`src/rtl/off_chip_rx_link.sv`:
```
// Purpose : receive side of the off-chip token link; buffers lock-stepped io beats and reassembles core words.
// Latency : beat sampled at edge t is popped at edge t+1; a word's last beat sampled at t shows valid after t+1.
// Backpr. : core_ready low holds the word and lets the FIFO fill; credit returns as io_token_out toggles.
//
// Ports:
//   clk, rst          clock; asynchronous active-low reset
//   io_valid_in       beat present on io_data_in (channel c at [c*CH_W +: CH_W])
//   io_token_out      toggles once per TOKEN_BATCH beats popped from the FIFO
//   core_data_out     reassembled word, beat 0 in the LSBs
//   core_valid_out    word held valid until core_ready accepts it
//   core_ready        core accepts the word when valid & ready
//   fifo_count        beats currently buffered (0..DEPTH)
//   overflow_err      sticky: a beat arrived while the FIFO was full and nothing popped

module off_chip_rx_link #(
   parameter int CHANNELS    = 2,
   parameter int CH_W        = 8,
   parameter int BEATS       = 4,
   parameter int DEPTH       = 8,
   parameter int TOKEN_BATCH = 2
) (
   input  logic                            clk,
   input  logic                            rst,
   input  logic                            io_valid_in,
   input  logic [CHANNELS*CH_W-1:0]        io_data_in,
   output logic                            io_token_out,
   output logic [CHANNELS*CH_W*BEATS-1:0]  core_data_out,
   output logic                            core_valid_out,
   input  logic                            core_ready,
   output logic [$clog2(DEPTH+1)-1:0]      fifo_count,
   output logic                            overflow_err
);

   localparam int BW    = CHANNELS * CH_W;
   localparam int PTR_W = $clog2(DEPTH);
   // DEPTH is a power of two, so an extra wrap bit on each pointer makes
   // wr_ptr - rd_ptr the exact occupancy 0..DEPTH.
   localparam int CNT_W = PTR_W + 1;
   localparam int K_W   = (BEATS > 1) ? $clog2(BEATS) : 1;
   localparam int TC_W  = (TOKEN_BATCH > 1) ? $clog2(TOKEN_BATCH) : 1;

   typedef enum logic {
      FILL = 1'b0,   // collecting beats of the next word
      HOLD = 1'b1    // complete word presented to the core
   } asm_state_t;

   // ------------------------------------------------------------------
   // Beat FIFO
   // ------------------------------------------------------------------
   logic [BW-1:0]    mem [DEPTH];
   logic [PTR_W:0]   wr_ptr;
   logic [PTR_W:0]   rd_ptr;
   logic [CNT_W-1:0] occ;
   logic             full;
   logic             empty;
   logic             wr_en;
   logic             pop;
   logic [BW-1:0]    rd_dat;

   assign occ        = wr_ptr - rd_ptr;
   assign full       = (occ == CNT_W'(DEPTH));
   assign empty      = (occ == '0);
   assign fifo_count = occ;
   assign rd_dat     = mem[rd_ptr[PTR_W-1:0]];

   // A pop in the same cycle frees the slot the incoming beat needs, so a
   // full FIFO still accepts a write when the assembler is draining it.
   assign wr_en = io_valid_in && (!full || pop);

   always_ff @(posedge clk) begin
      if (wr_en) begin
         mem[wr_ptr[PTR_W-1:0]] <= io_data_in;
      end
   end

   always_ff @(posedge clk or negedge rst) begin
      if (!rst) begin
         wr_ptr       <= '0;
         rd_ptr       <= '0;
         overflow_err <= 1'b0;
      end else begin
         if (wr_en) begin
            wr_ptr <= wr_ptr + (PTR_W+1)'(1);
         end
         if (pop) begin
            rd_ptr <= rd_ptr + (PTR_W+1)'(1);
         end
         if (io_valid_in && full && !pop) begin
            overflow_err <= 1'b1;
         end
      end
   end

   // ------------------------------------------------------------------
   // Word assembler
   // ------------------------------------------------------------------
   asm_state_t     state_q;
   asm_state_t     state_d;
   logic [K_W-1:0] k_q;
   logic [K_W-1:0] k_d;
   logic [K_W-1:0] slot;

   always_ff @(posedge clk or negedge rst) begin
      if (!rst) begin
         state_q <= FILL;
         k_q     <= '0;
      end else begin
         state_q <= state_d;
         k_q     <= k_d;
      end
   end

   always_comb begin
      state_d = state_q;
      k_d     = k_q;
      pop     = 1'b0;
      slot    = k_q;
      case (state_q)
         FILL: begin
            pop = !empty;
            if (pop) begin
               if (k_q == K_W'(BEATS-1)) begin
                  state_d = HOLD;
                  k_d     = '0;
               end else begin
                  k_d = k_q + K_W'(1);
               end
            end
         end
         HOLD: begin
            // While holding, only an accepting cycle may pop; the popped beat
            // becomes slot 0 of the next word so throughput stays 1 beat/cycle.
            slot = '0;
            pop  = !empty && core_ready;
            if (core_ready) begin
               if (pop) begin
                  if (BEATS == 1) begin
                     state_d = HOLD;
                     k_d     = '0;
                  end else begin
                     state_d = FILL;
                     k_d     = K_W'(1);
                  end
               end else begin
                  state_d = FILL;
                  k_d     = '0;
               end
            end
         end
         default: begin
            state_d = FILL;
            k_d     = '0;
         end
      endcase
   end

   assign core_valid_out = (state_q == HOLD);

   // Slots are only written on a pop, and a HOLD-state pop requires
   // core_ready, so the presented word cannot change before acceptance.
   always_ff @(posedge clk or negedge rst) begin
      if (!rst) begin
         core_data_out <= '0;
      end else if (pop) begin
         for (int b = 0; b < BEATS; b++) begin
            if (slot == K_W'(b)) begin
               core_data_out[b*BW +: BW] <= rd_dat;
            end
         end
      end
   end

   // ------------------------------------------------------------------
   // Credit return
   // ------------------------------------------------------------------
   logic [TC_W-1:0] tok_cnt;

   always_ff @(posedge clk or negedge rst) begin
      if (!rst) begin
         tok_cnt      <= '0;
         io_token_out <= 1'b0;
      end else if (pop) begin
         if (tok_cnt == TC_W'(TOKEN_BATCH-1)) begin
            tok_cnt      <= '0;
            io_token_out <= ~io_token_out;
         end else begin
            tok_cnt <= tok_cnt + TC_W'(1);
         end
      end
   end

endmodule

```
`config.mk`:
```
export PLATFORM = sky130hd
export DESIGN_NAME = off_chip_rx_link
export DESIGN_NICKNAME = d
export VERILOG_FILES = /design/src/rtl/off_chip_rx_link.sv
export SDC_FILE = /design/constraint.sdc
export NUM_CORES = 1
export LEC_CHECK = 0
export CORE_ASPECT_RATIO = 0.8
export CORE_MARGIN = 2
export CORE_UTILIZATION = 50
export DETAILED_ROUTE_END_ITERATION = 8
export GPL_ROUTABILITY_DRIVEN = 0
export PLACE_DENSITY = 0.79
export SYNTH_ARGS = -nofsm -noshare
export SYNTH_HDL_FRONTEND = slang
export SYNTH_SLANG_ARGS = --single-unit
```
`constraint.sdc`:
```
create_clock -name clk -period 4.84 [get_ports clk]
set_input_delay 0.726 -clock clk [delete_from_list [all_inputs] [get_ports clk]]
set_output_delay 0.726 -clock clk [all_outputs]
set_load 0.005 [all_outputs]
```
==> results.yml <==
grt:
  grt_pass1_wl_um: 24060
  grt.total_usage_pct: 18.38
  grt_max_degree: 79
  grt_pass1_vias: 4266
  grt_overflow: 0
  grt_antenna_before_repair: 0
detailed_routing:
  wire_per_inst_um: 19.01
  viasPerCell: 5.340
  drt_iter0_markers: 267
  vias: 4347
  drc_errors: 0
  drt-pass1-iter-count: 5
  wl_um: 15470
  antenna_left: 0
worst_hold_path:
  hold_class: "input pin to async pin"
clocking:
  cts_buffers: 21
  cts-root-buf: "clkbuf_16"
  cts_resized: 0
  clk_latency_ns: 0.50
  cts_max_path_buffers: 3
  cts_hold_buf: 0
  h-tree-depth: 1
  post-cts-setup-buffer-count: 0
  cts.clk_slew.worst_paths_ns: 0.06
  cts_sinks: 206
  cts_tree: "yes"
synth:
  synth_fa_ha_area_share_pct: 1.190
  synth_edf_count: 128
  muxShareOfSynthArea_pct: 13.42
  syn_area_sq_um: 7989
  synth-async-reset-ratio_pct: 37.86
  synth_compound_area_share_pct: 4.025
  syn_nets: 511
  synth.area.top_cells: "edfxtp_1 48%, dfrtp_1 24%, mux4_2 9.0%, mux2i_1 4.3%, a21oi_1 2.0%"
  synth.distinct_cells: 39
  synth-seq-area-share_pct: 72.55
  ys_ff_latch: 206
  synth_top_area_share_pct: 48.11
  ys.warnings.count: 0
  synth-main-ff-cell: "edfxtp_1"
  yosysTopAreaCell: "edfxtp_1"
  synth_top_family_by_area: "multiplexers"
  syn_area_per_cell_sq_um: 16.51
  synth-simple-area-share_pct: 5.059
  synthXorXnorAreaFrac_pct: 1.096
  postSynthCellCount: 484
place:
  dp_slack_ns: 1.449
  place_area_sq_um: 9193
  io_buffers: 90
  hpwl_um: 9854
floorplanning:
  io_pins: 91
  die_area_sq_um: 17010
  start_util_pct: 50.89
  core_sq_um: 15700
  chipWidth_um: 145.3
  rows: 41
  die-height_um: 117.1
power_and_ir_drop:
  ir_drop_mv: 0.2968
  power.density_nw_per_um2: 702.4
  leakagePower_nw: 3.753
  power_w: 0.006916
sta:
  grt_setup_unrepaired: "no"
  worst_pin_slew_ns: 1.067
  worst_slack_ns: 0.9560
  setup_viol: 0
  fin_crit_ns: 3.884
  fmax_ghz: 0.2575
  slew_violations: 0
  clock-skew-final_ns: 0.02144
  slew_headroom_pct: 28.90
  finalHoldViolCount: 0
  fin_crit_sh_pct: 80.25
  totalNegativeSetupSlack_ns: 0
finish:
  syn2layout_area_growth_pct: 23.26
  design_area_sq_um: 9847
  antennaDiodeCount: 0
  final.fill_count: 1113
  multi_input_area_sq_um: 2037
  final_common_cell: "edfxtp_1"
  num-nets-final: 613
  regArea_sq_um: 5797
  final_cell_mix: "128 x edfxtp_1, 89 x clkdlybuf4s50_1, 77 x dfrtp_1"
  final_layout_size_suffix_gt1_share_pct: 15.86
setup_path:
  critPathCaptureType: "primary output"
  critPathArrivalTime_ns: 3.16
  worstPathRequired_ns: 4.11
  path_class: "register to primary output"
  crit_fanout: 35
  startpoint_type: "register"
flow_run:
  max_cap_viol_count: 0
run_status:
  status: "completed"
==> logic make-up after synthesis <==
| group | after synthesis |
|---|---|
| flip-flops | 206 |
| multiplexers | 67 |
| XOR/XNOR | 10 |
| AO/OA/AOI/OAI | 60 |
| adder cells (fa/ha/maj) | 7 |
| buffers and inverters | 48 |
| AND/OR/NAND/NOR | 86 |
==> registers in the layout, summed over array words and instances (netlist names) <==
signal	flops
core_valid_out	1
mem	128
overflow_err	1
io_token_out	1
tok_cnt	1
core_data_out	64
rd_ptr	4
k_q	2
wr_ptr	4
==> power by group <==
part           switching, W  internal (W)
clock              0.000630      0.000896
combinational       0.00137       0.00135
sequential         0.000279       0.00240
total               0.00228       0.00464
==> Yosys cell counts (all sizes together) (6+ instances only) <==
library cell,count
a21oi,32
clkbuf,21
dfrtp,78
edfxtp,128
ha,6
inv,23
mux2i,34
mux4,32
nand2,24
nand2b,6
nor2,34
nor3,6
o21ai,20
xnor2,6
==> per-stage QoR <==
| step | utilization, % | cells | hold WS [ns] |
|---|---|---|---|
| 2_1_floorplan | - | 484 | 0.4304 |
| 3_3_place_gp | 58.56 | 778 | 0.4547 |
| 3_5_place_dp | 58.56 | 778 | 0.4505 |
| 4_1_cts | 62.73 | 814 | 0.4127 |
| 5_1_grt | 62.73 | 814 | 0.4533 |
| 6_report | 62.73 | 814 | 0.3646 |
==> layer usage <==
layer  part of all wire [%]  up-vias  wire length, um  GRT usage (%)
li1                       -     2000                -              -
met1                     46     2165             7075          26.65
met2                     46      165             7083          29.89
met3                    7.3       17             1126          3.798
met4                    1.2        0              189          3.399
met5                      0        -                0              0
==> critical path, cell delays in order (launching register included) <==
cell	delay [ns]
dfrtp_1	0.32
buf_4	0.42
inv_1	0.09
ha_1	0.33
and3b_1	0.20
or3_1	0.49
and2_2	0.25
inv_1	0.06
clkdlybuf4s50_1	0.50
==> final timing paths <==
check,cells after the start,slack (ns),from,end
setup / recovery,8,0.96,rd_ptr[2],fifo_count[3]
hold / removal,1,0.36,rst,core_data_out[35]
setup reg to reg,10,1.45,rd_ptr[2],mem[7][10]
min in group clk,1,0.46,overflow_err,overflow_err
max in group asynchronous,1,3.79,rst,rd_ptr[1]
hold reg to reg,1,0.46,overflow_err,overflow_err
==> layout make-up <==
type                    count  share of cell area, %
flip-flops and latches    206                  58.87
well taps                 215                  2.732
repair buffers            104                  10.19
multi-input cells         230                  20.69
clock buffers              27                  5.870
inverters                  23                 0.8767
clock inverters             9                 0.7751
Note: power is estimated with default switching activity, not from simulation.
